## src/rtl/lsu_pkg.sv

```systemverilog
// Shared types and helpers for the load/store memory master and its lane aligner.
package lsu_pkg;

  localparam int WORD_BYTES = 4;

  typedef enum logic [1:0] { SZ_B = 2'd0, SZ_H = 2'd1, SZ_W = 2'd2 } size_e;
  typedef enum logic [1:0] { ST_IDLE, ST_ACC0, ST_ACC1, ST_RESP } state_e;

  // Byte lanes touched by an access: bits 3:0 = addressed word, bits 7:4 = following word.
  function automatic logic [7:0] lane_mask(input logic [1:0] size, input logic [1:0] offset);
    logic [7:0] base;
    case (size)
      SZ_B:    base = 8'h01;
      SZ_H:    base = 8'h03;
      SZ_W:    base = 8'h0F;
      default: base = 8'h00;
    endcase
    return base << offset;
  endfunction

endpackage

```

## src/rtl/lsu_align.sv

```systemverilog
// Combinational byte-lane logic: store merge into one memory word, load extract and extend.
module lsu_align
  import lsu_pkg::*;
(
  input  logic [1:0]  size,
  input  logic        is_unsigned,
  input  logic [1:0]  offset,
  input  logic        hi_sel,
  input  logic [31:0] wdata,
  input  logic [31:0] rdata,
  input  logic [31:0] lo_word,
  input  logic [31:0] hi_word,
  output logic [31:0] merged,
  output logic [31:0] load_data
);

  logic [7:0]  mask;
  logic [63:0] wshift;
  logic [3:0]  word_mask;
  logic [31:0] word_data;
  logic [31:0] rshift;

  assign mask      = lane_mask(size, offset);
  assign wshift    = {32'h0, wdata} << {offset, 3'b000};
  assign word_mask = hi_sel ? mask[7:4] : mask[3:0];
  assign word_data = hi_sel ? wshift[63:32] : wshift[31:0];

  genvar gi;
  generate
    for (gi = 0; gi < 4; gi++) begin : g_lane
      assign merged[8*gi +: 8] = word_mask[gi] ? word_data[8*gi +: 8] : rdata[8*gi +: 8];
    end
  endgenerate

  // Little-endian pair {hi,lo}; the addressed byte ends up in bits 7:0.
  assign rshift = 32'({hi_word, lo_word} >> {offset, 3'b000});

  always_comb begin
    load_data = rshift;
    case (size)
      SZ_B:    load_data = {{24{~is_unsigned & rshift[7]}}, rshift[7:0]};
      SZ_H:    load_data = {{16{~is_unsigned & rshift[15]}}, rshift[15:0]};
      default: ;
    endcase
  end

endmodule

```

## src/rtl/lsu_mem_master.sv

```systemverilog
// Load/store initiator: byte/half/word core requests to word-wide memory accesses.
// MISALIGN_SPLIT_EN: when defined, word-crossing accesses run as two word accesses.
module lsu_mem_master
  import lsu_pkg::*;
#(
  parameter int ADDR_W    = 32,
  parameter int MEM_BYTES = 4096
) (
  input  logic              clk,
  input  logic              rst_n,
  input  logic              req_valid,
  output logic              req_ready,
  input  logic              req_we,
  input  logic [1:0]        req_size,
  input  logic              req_unsigned,
  input  logic [ADDR_W-1:0] req_addr,
  input  logic [31:0]       req_wdata,
  output logic              resp_valid,
  output logic [31:0]       resp_rdata,
  output logic              resp_err,
  output logic [ADDR_W-1:0] mem_addr,
  output logic [31:0]       mem_wdata,
  output logic              mem_write,
  input  logic [31:0]       mem_rdata
);

  localparam logic [ADDR_W:0] MEM_LIMIT = (ADDR_W+1)'(MEM_BYTES);

  state_e            state_reg;
  logic              we_reg;
  logic [1:0]        size_reg;
  logic              uns_reg;
  logic [1:0]        off_reg;
  logic [31:0]       wdata_reg;
  logic [31:0]       lo_buf_reg;
  logic [31:0]       wdata_hold_reg;
  logic [ADDR_W-1:0] mem_addr_reg;
  logic              mem_write_reg;
  logic              resp_valid_reg;
  logic              resp_err_reg;
  logic [31:0]       resp_rdata_reg;

  logic [1:0]        last_off;
  logic [ADDR_W:0]   req_end;
  logic              align_err;
  logic              req_err;
  logic              split_need;
  logic              in_acc1;
  logic [31:0]       lo_word;
  logic [31:0]       merged;
  logic [31:0]       load_data;

  always_comb begin
    case (req_size)
      SZ_B:    last_off = 2'd0;
      SZ_H:    last_off = 2'd1;
      default: last_off = 2'd3;
    endcase
  end

  // One extra bit so an access wrapping past the top of the address space fails the range check.
  assign req_end = {1'b0, req_addr} + {{(ADDR_W-1){1'b0}}, last_off};

`ifdef MISALIGN_SPLIT_EN
  logic [7:0] acc_mask;
  assign align_err  = 1'b0;
  assign acc_mask   = lane_mask(size_reg, off_reg);
  assign split_need = |acc_mask[7:4];
`else
  assign align_err  = (req_size == SZ_H && req_addr[0]) ||
                      (req_size == SZ_W && req_addr[1:0] != 2'b00);
  assign split_need = 1'b0;
`endif

  assign req_err = (req_size == 2'd3) || (req_end >= MEM_LIMIT) || align_err;

  assign in_acc1 = (state_reg == ST_ACC1);
  assign lo_word = in_acc1 ? lo_buf_reg : mem_rdata;

  lsu_align u_align (
    .size        (size_reg),
    .is_unsigned (uns_reg),
    .offset      (off_reg),
    .hi_sel      (in_acc1),
    .wdata       (wdata_reg),
    .rdata       (mem_rdata),
    .lo_word     (lo_word),
    .hi_word     (mem_rdata),
    .merged      (merged),
    .load_data   (load_data)
  );

  always_ff @(posedge clk or negedge rst_n) begin
    if (!rst_n) begin
      state_reg      <= ST_IDLE;
      we_reg         <= 1'b0;
      size_reg       <= 2'd0;
      uns_reg        <= 1'b0;
      off_reg        <= 2'd0;
      wdata_reg      <= 32'h0;
      lo_buf_reg     <= 32'h0;
      wdata_hold_reg <= 32'h0;
      mem_addr_reg   <= '0;
      mem_write_reg  <= 1'b0;
      resp_valid_reg <= 1'b0;
      resp_err_reg   <= 1'b0;
      resp_rdata_reg <= 32'h0;
    end else begin
      case (state_reg)
        ST_IDLE: begin
          if (req_valid) begin
            we_reg    <= req_we;
            size_reg  <= req_size;
            uns_reg   <= req_unsigned;
            off_reg   <= req_addr[1:0];
            wdata_reg <= req_wdata;
            if (req_err) begin
              state_reg      <= ST_RESP;
              resp_valid_reg <= 1'b1;
              resp_err_reg   <= 1'b1;
              resp_rdata_reg <= 32'h0;
            end else begin
              state_reg     <= ST_ACC0;
              mem_addr_reg  <= {req_addr[ADDR_W-1:2], 2'b00};
              mem_write_reg <= req_we;
            end
          end
        end
        ST_ACC0, ST_ACC1: begin
          if (we_reg) wdata_hold_reg <= merged;
          else        lo_buf_reg     <= mem_rdata;
          if (state_reg == ST_ACC0 && split_need) begin
            state_reg    <= ST_ACC1;
            mem_addr_reg <= mem_addr_reg + ADDR_W'(WORD_BYTES);
          end else begin
            state_reg      <= ST_RESP;
            mem_write_reg  <= 1'b0;
            resp_valid_reg <= 1'b1;
            resp_err_reg   <= 1'b0;
            resp_rdata_reg <= we_reg ? 32'h0 : load_data;
          end
        end
        ST_RESP: begin
          state_reg      <= ST_IDLE;
          resp_valid_reg <= 1'b0;
          resp_err_reg   <= 1'b0;
          resp_rdata_reg <= 32'h0;
        end
        default: state_reg <= ST_IDLE;
      endcase
    end
  end

  assign req_ready  = (state_reg == ST_IDLE);
  assign resp_valid = resp_valid_reg;
  assign resp_err   = resp_err_reg;
  assign resp_rdata = resp_rdata_reg;
  assign mem_addr   = mem_addr_reg;
  assign mem_write  = mem_write_reg;
  // Merged word is only live while writing; otherwise hold the last word written.
  assign mem_wdata  = mem_write_reg ? merged : wdata_hold_reg;

endmodule

```

## config.mk

```make
export PLATFORM = sky130hd
export DESIGN_NAME = lsu_mem_master
export DESIGN_NICKNAME = d
export VERILOG_FILES = /design/src/rtl/lsu_pkg.sv /design/src/rtl/lsu_align.sv /design/src/rtl/lsu_mem_master.sv
export SDC_FILE = /design/constraint.sdc
export NUM_CORES = 1
export LEC_CHECK = 0
export BUFFER_PORTS_ARGS = -buffer_cell sky130_fd_sc_hd__buf_2
export CORE_UTILIZATION = 40
export DETAILED_ROUTE_END_ITERATION = 7
export PLACE_DENSITY = 0.6
export RECOVER_POWER = 100
export SLEW_MARGIN = 20
export SYNTH_ARGS = -nofsm -noshare
export SYNTH_HDL_FRONTEND = slang
export SYNTH_HIERARCHICAL = 1
export SYNTH_SLANG_ARGS = --single-unit
```

## constraint.sdc

```tcl
create_clock -name clk -period 3.2 [get_ports clk]
set_input_delay 0.16 -clock clk [delete_from_list [all_inputs] [get_ports clk]]
set_output_delay 0.16 -clock clk [all_outputs]
set_load 0.01 [all_outputs]
```

Yosys cells after proc, flatten, opt, wreduce, memory -nomap -nowiden
Index checks and enable logic that the tools add are counted.
{"block": "op_classes", "order_cmp": 1, "add_sub_neg": 1, "n_bitwise": 5, "n_shift": 3, "n_mux": 25, "div_mod_pow": 0, "n_mul": 0, "eq_ne": 11, "reduce_logical": 18}
{"operator": "2-to-1 mux 32 bit", "count": 6}
{"operator": "case mux 32 bit (3 select lines)", "count": 1}
{"operator": "case mux 32 bit (2 select lines)", "count": 1}
{"operator": "<< shifter 32 x 5 -> 64 bit", "count": 1}
{"operator": "right shift 64 x 5 -> 32 bit", "count": 1}
{"operator": "adder 32 x 2 -> 33 bit", "count": 1}
{"operator": ">= comparator 33 x 13 -> 1 bit (second input constant)", "count": 1}
{"operator": "2-to-1 mux 8 bit", "count": 4}
{"operator": "case mux 4 bit (3 select lines)", "count": 1}
{"operator": "equality test 2 bit (second input constant)", "count": 5}
{"operator": "AND reduction 2 bit", "count": 4}
{"operator": "<< shifter 4 x 2 -> 8 bit", "count": 1}
{"operator": "equality test 2 x 1 -> 1 bit (second input constant)", "count": 3}
{"operator": "zero test 2 bit", "count": 3}
{"operator": "case mux 2 bit (3 select lines)", "count": 1}
{"operator": "AND reduction 3 bit", "count": 2}
{"operator": "2-to-1 mux 1 bit", "count": 4}
{"operator": "2-to-1 mux 2 bit", "count": 2}
{"operator": "2-to-1 mux 4 bit", "count": 1}
{"operator": "!= test 2 bit (second input constant)", "count": 2}
{"operator": "case mux 1 bit (2 select lines)", "count": 2}
{"operator": "case mux 2 bit (2 select lines)", "count": 1}
{"operator": "nonzero test 2 bit", "count": 2}
{"operator": "logical OR 1 bit", "count": 3}
{"operator": "7 further kinds", "count": 11}
{"block": "word_totals", "memories": 0, "register_bits": 169, "romBits": 0, "input_bits": 103, "wordCells": 77, "mem_bits_rw": 0, "latchBits": 0, "out_inout_bits": 100}

Longest topological paths before layout
{"block": "logic_depth", "ltp_word": 9, "mapped_depth": 14, "mapped_depth_nobuf": 12}

By module
The synthesis kept the hierarchy.
{"module": "lsu_mem_master", "n_inst": 1, "cells_per_inst": 645, "area_each_um2": 8013.9, "seq_area_each_um2": 4229.1}
{"module": "lsu_align", "n_inst": 1, "cells_per_inst": 304, "area_each_um2": 2389.8, "seq_area_each_um2": 0.0}

Least setup slack after synthesis
No wires, ideal clock.
{"block": "synth_timing", "kind": "input -> register", "start": "input req_size[0]", "end": "register mem_addr_reg[10] (netlist: mem_addr[10])", "n_path_buf": 2, "setup_slack_ns": 0.195, "setup_time_ns": 0.127, "t_required_ns": 3.073, "path_stages": 13, "t_arrival_ns": 2.878, "cell_sequence": "or2_2 -> ha_1 -> fa_1 -> nor4_1 -> a21oi_1 -> a2111oi_0 -> nand3_1 -> o21ai_0 -> nor4_4 -> and4_1 -> buf_4 -> buf_6 -> mux2_1"}
{"block": "synth_via", "elab_chain_cells": 8, "elab_cells_between_ends": 14, "classes_between": "1 x add/sub; 1 x order compare; 3 x eq/ne; 1 x mux; 1 x bitwise; 7 x reduce/logical"}
{"item": "start, declared", "line_no": "lsu_mem_master.sv:14", "text": "input logic [1:0] req_size,"}
{"item": "equality test 2 x 1 -> 1 bit / zero test 2 bit (equally long branches)", "line_no": "lsu_mem_master.sv:54, lsu_mem_master.sv:70"}
{"item": "case mux 2 bit (2 select lines)", "line_no": "lsu_mem_master.sv:54", "text": "case (req_size)"}
{"item": "adder 32 x 2 -> 33 bit", "line_no": "lsu_mem_master.sv:62", "text": "assign req_end = {1'b0, req_addr} + {{(ADDR_W-1){1'b0}}, last_off};"}
{"item": ">= comparator 33 x 13 -> 1 bit", "line_no": "lsu_mem_master.sv:75", "text": "assign req_err = (req_size == 2'd3) || (req_end >= MEM_LIMIT) || align_err;"}
{"item": "logical OR 1 bit", "line_no": "lsu_mem_master.sv:75"}
{"item": "logical OR 1 bit *", "line_no": "lsu_mem_master.sv:75"}
{"item": "inverter 1 bit (no source line) *"}
{"item": "AND reduction 3 bit (no source line) *"}
{"item": "end signal, assigned", "line_no": "lsu_mem_master.sv:124", "text": "mem_addr_reg <= {req_addr[ADDR_W-1:2], 2'b00};"}
{"item": "end signal, assigned", "line_no": "lsu_mem_master.sv:134", "text": "mem_addr_reg <= mem_addr_reg + ADDR_W'(WORD_BYTES);"}
{"item": "end, declared", "line_no": "lsu_mem_master.sv:37", "text": "logic [ADDR_W-1:0] mem_addr_reg;"}
Every way passes the cells marked *; elsewhere a longest branch is shown, timed or not.
A chain may end at the register's enable or synchronous reset.

Worst setup path in the final report
{"block": "layout_timing", "start": "register state_reg[0]", "end": "output mem_wdata[11]"}
{"block": "layout_via", "elab_chain_cells": 4, "elab_cells_between_ends": 5, "classes_between": "1 x eq/ne; 4 x mux"}
{"item": "start, declared", "line_no": "lsu_mem_master.sv:29", "text": "state_e state_reg;"}
{"item": "start signal, assigned", "line_no": "lsu_mem_master.sv:95", "text": "state_reg <= ST_IDLE;"}
{"item": "start signal, assigned", "line_no": "lsu_mem_master.sv:118", "text": "state_reg <= ST_RESP;"}
{"item": "start signal, assigned", "line_no": "lsu_mem_master.sv:123", "text": "state_reg <= ST_ACC0;"}
{"item": "equality test 2 bit *", "line_no": "lsu_mem_master.sv:77", "text": "assign in_acc1 = (state_reg == ST_ACC1);"}
{"item": "named net in_acc1", "line_no": "lsu_mem_master.sv:48", "text": "logic in_acc1;"}
{"item": "2-to-1 mux 32 bit / 2-to-1 mux 4 bit (equally long branches)", "line_no": "lsu_align.sv:26, lsu_align.sv:25"}
{"item": "2-to-1 mux 8 bit *", "line_no": "lsu_align.sv:31", "text": "assign merged[8*gi +: 8] = word_mask[gi] ? word_data[8*gi +: 8] : rdata[8*gi +: 8];"}
{"item": "named net merged[11]", "line_no": "lsu_mem_master.sv:50", "text": "logic [31:0] merged;"}
{"item": "2-to-1 mux 32 bit *", "line_no": "lsu_mem_master.sv:161", "text": "assign mem_wdata = mem_write_reg ? merged : wdata_hold_reg;"}
{"item": "end, declared", "line_no": "lsu_mem_master.sv:22", "text": "output logic [31:0] mem_wdata,"}
The timed path passes the listed nets; every way through them passes the cells marked *.

==> summary.txt <==
Outcome
  – Status: finished, violations left
  – Failing checks: max-capacitance violations, max-slew violations

Timing
  – Fmax: between 0.3 and 0.4 GHz
  – Hold Vio Cnt, Final: 0
  – Max-slew headroom: -32.73%
  – Worst-margin pin slew: 1991 ps
  – Crit path time final: 3113 ps
  – Unrepaired setup endpoints after global routing: true
  – Max Slew Vio Count: 124
  – Final setup viols: 0
  – Clk_skew: 12.02 ps
  – Tcrit/Tclk final: around 97%

Worst setup path
  – Max stage delay on crit path: approximately 400 ps
  – CP Launch Type: register
  – Arr. time, crit path: 2950 ps
  – Worst Path Required: 3040 ps
  – CP endpoint kind: primary output
  – Cell Chain, Critical Path: inv_1, ha_1, buf_12, and2_0, buf_4, a22oi_4, mux2_1, mux2_2, buf_2
  – CP max FO: 40
  – Slowest CP cell: mux2_1
  – CP Class: register to primary output

Cells and area
  – Finished Core Util: between 50 and 60%
  – Nets: 1291
  – Area grow syn2layout: 23.10%
  – Fraction of layout cells with a size suffix above 1: 34.96%
  – Fillers: approximately 2400

Power and ir drop
  – Max VDD drop: 0.4990 mV
  – Final Total Pwr: 12780 uW
  – Leak: 0.005740 uW
  – PwrDens: about 1000 mW/mm^2

Clock tree
  – Clock slew at reported path FFs: around 70 ps
  – Clk root buf: clkbuf_16
  – # resized after CTS: 0
  – Worst skew pair latency: 430 ps
  – Num CTS Buffers: 17
  – CTS max path bufs: 2
  – CTS tree: yes
  – Clock Sinks: 169
  – H-tree depth: 4

Hold path
  – Hold crit path type: input port to register

Yosys
  – Synth Warn #: 6
  – Most instantiated cells after synthesis: mux2_2 (187), dfrtp_1 (169), mux2i_1 (79)
  – Synth Register Bits: ~170
  – Async set-reset flop share out of synthesis: 100.0%
  – Primary FF master, synth: dfrtp_1
  – Post-Syn Area: between 0.01 and 0.015 sq mm
  – Post-synth top area share: 40.65%
  – Count leader, synth: mux2_2
  – Seq/Total Area, Yosys: 40.65%
  – Synth area leader: dfrtp_1
  – Number of distinct library cells after synthesis: 70
  – Syn avg cell area: 10.96 sq um
  – Top cells by area, synth: dfrtp_1 (41%), mux2_2 (20%), mux2i_1 (7.6%)
  – Post-synth EDFFs: 0
  – Cells after synthesis: 949

Route
  – Routed WL: 29380 microns
  – Drc violations: 0
  – Remaining antenna violation count: 0
  – Routed vias: 8400
  – DR pass1 iterations: 6
  – Routed vias/inst: 5.523
  – Avg WL per Cell: between 15 and 20 microns
  – Detailed Route Iter0 Violations: approximately 640

Global route
  – Most crowded layer after global routing: met2
  – Grt total ovfl: 0
  – Grt met2 use: between 30% and 40%
  – Vias in the first global route: about 8200
  – Largest net degree at the start of global routing: 86
  – GR Util met1: a little under a third
  – First-pass GRT wire length: 45750 microns
  – Met3 Use GR: under 10%
  – Initial antenna violation count: 2
  – Total GRT Usage: between 20% and 30%

Place
  – Post-DP HPWL: 21380 microns
  – GPL Wtd Cong: 0.8857
  – Port Buffers: 200

Floorplan
  – Cell row count: slightly below 60
  – Die footprint: between 0.02 and 0.03 sq mm
  – Chip Height: 163.3 microns
  – Initial Utilization: 41.08%
  – Core area: about 0.025 sq mm
  – Die Wd: 163.3 microns
  – Num ports: about 200

Run
  – Max_cap viols: 2
## per-stage QoR
step	setup WS, ps	setup TNS (ps)	hold WS, ps	instances	instance area (sq um)
finish	87.29	0	15.50	1521	12810
floorplan	194.6	0	-135.6	950	10410
global placement	-17.79	-117.1	137.7	1450	11860
global route	-29.04	-272.2	13.79	1521	12810
detailed placement	-143.3	-4403	139.3	1450	11860
CTS	59.29	0	1.281	1518	12890
## power breakdown
part | internal, uW | leakage [uW] | switching (uW)
registers | 2960 | 0.00212 | 606
logic | 3230 | 0.00330 | 3630
clock network | 1410 | 0.000324 | 946
## area by class of cell
cell class	instances	area, sq um	share of cell area [%]
Multi-Input combinational cell	658	5634	43.99
Sequential cell	169	4234	33.06
Timing Repair Buffer	275	1648	12.87
Clock buffer	17	425.4	3.322
Tap cell	330	412.9	3.224
Clock inverter	14	236.5	1.846
Inverter	57	214.0	1.671
Antenna cell	1	2.502	0.01954
## metal layers
metal / routed length [microns] / share of wire (%)
met1: 13590 / 46
met5: 0 / 0
met2: 13950 / 47
met3: 1261 / 4.3
met4: 587 / 2.0
## placed cells by master (no fill, tap or decap), types with 5 or more instances in the layout
cell,instances
a211oi_1,8
o32ai_1,32
buf_4,28
nand2_1,51
ha_1,9
dfrtp_1,167
clkbuf_1,66
inv_1,56
nor2b_1,30
buf_12,6
a22oi_1,16
mux2_1,36
a21oi_1,29
dlygate4sd3_1,37
o21ai_2,11
nand3_1,12
mux2_2,182
bufinv_16,5
buf_2,135
o21ai_1,15
o21ai_0,11
nor2_1,30
nand4_1,9
mux2i_1,79
clkbuf_16,17
o22ai_1,26
## worst max-delay path: cells and delay by family, from the launching register on
| kind | cells | cell delay (ps) |
|---|---|---|
| flops | 1 | 380 |
| compound gates | 1 | 370 |
| mux | 2 | 680 |
| fa+ha+maj | 1 | 230 |
| buf+inv | 4 | 600 |
| simple gates | 1 | 240 |
## cells by family (layout without fill, tap and decap cells)
| group | Yosys count | after routing | synth area share, % |
|---|---|---|---|
| flops | 169 | 169 | 40.65 |
| buf+inv | 123 | 363 | 5.231 |
| mux | 298 | 298 | 31.34 |
| simple gates | 170 | 170 | 8.851 |
| xor+xnor | 5 | 5 | 0.4210 |
| compound gates | 173 | 173 | 12.20 |
| fa+ha+maj | 10 | 10 | 1.275 |
| other cells | 1 | 3 | 0.03604 |
## final timing paths
kind | slack (ps) | cells past startpoint | end | startpoint
max in group asynchronous | 590 | 3 | off_reg[0]$_DFFE_PN0P_ | rst_n
max | 90 | 9 | mem_wdata[11] | state_reg[0]$_DFFE_PN0P_
min | 20 | 2 | lo_buf_reg[31]$_DFFE_PN0P_ | mem_rdata[31]
min reg2reg | 490 | 1 | mem_addr[11]$_DFFE_PN0P_ | mem_addr[11]$_DFFE_PN0P_
max reg2reg | 310 | 5 | lo_buf_reg[31]$_DFFE_PN0P_ | state_reg[0]$_DFFE_PN0P_
min in group asynchronous | 220 | 2 | wdata_hold_reg[6]$_DFFE_PN0P_ | rst_n
## timing repair
| action | 4_1_cts | 5_1_grt |
|---|---|---|
| setup endpoints to repair | 0 | 18 |
| setup buffers | 0 | 2 |
| hold buffers | 37 | 0 |
| hold endpoints to repair | 83 | 0 |
(Power assumes the default switching activity.)
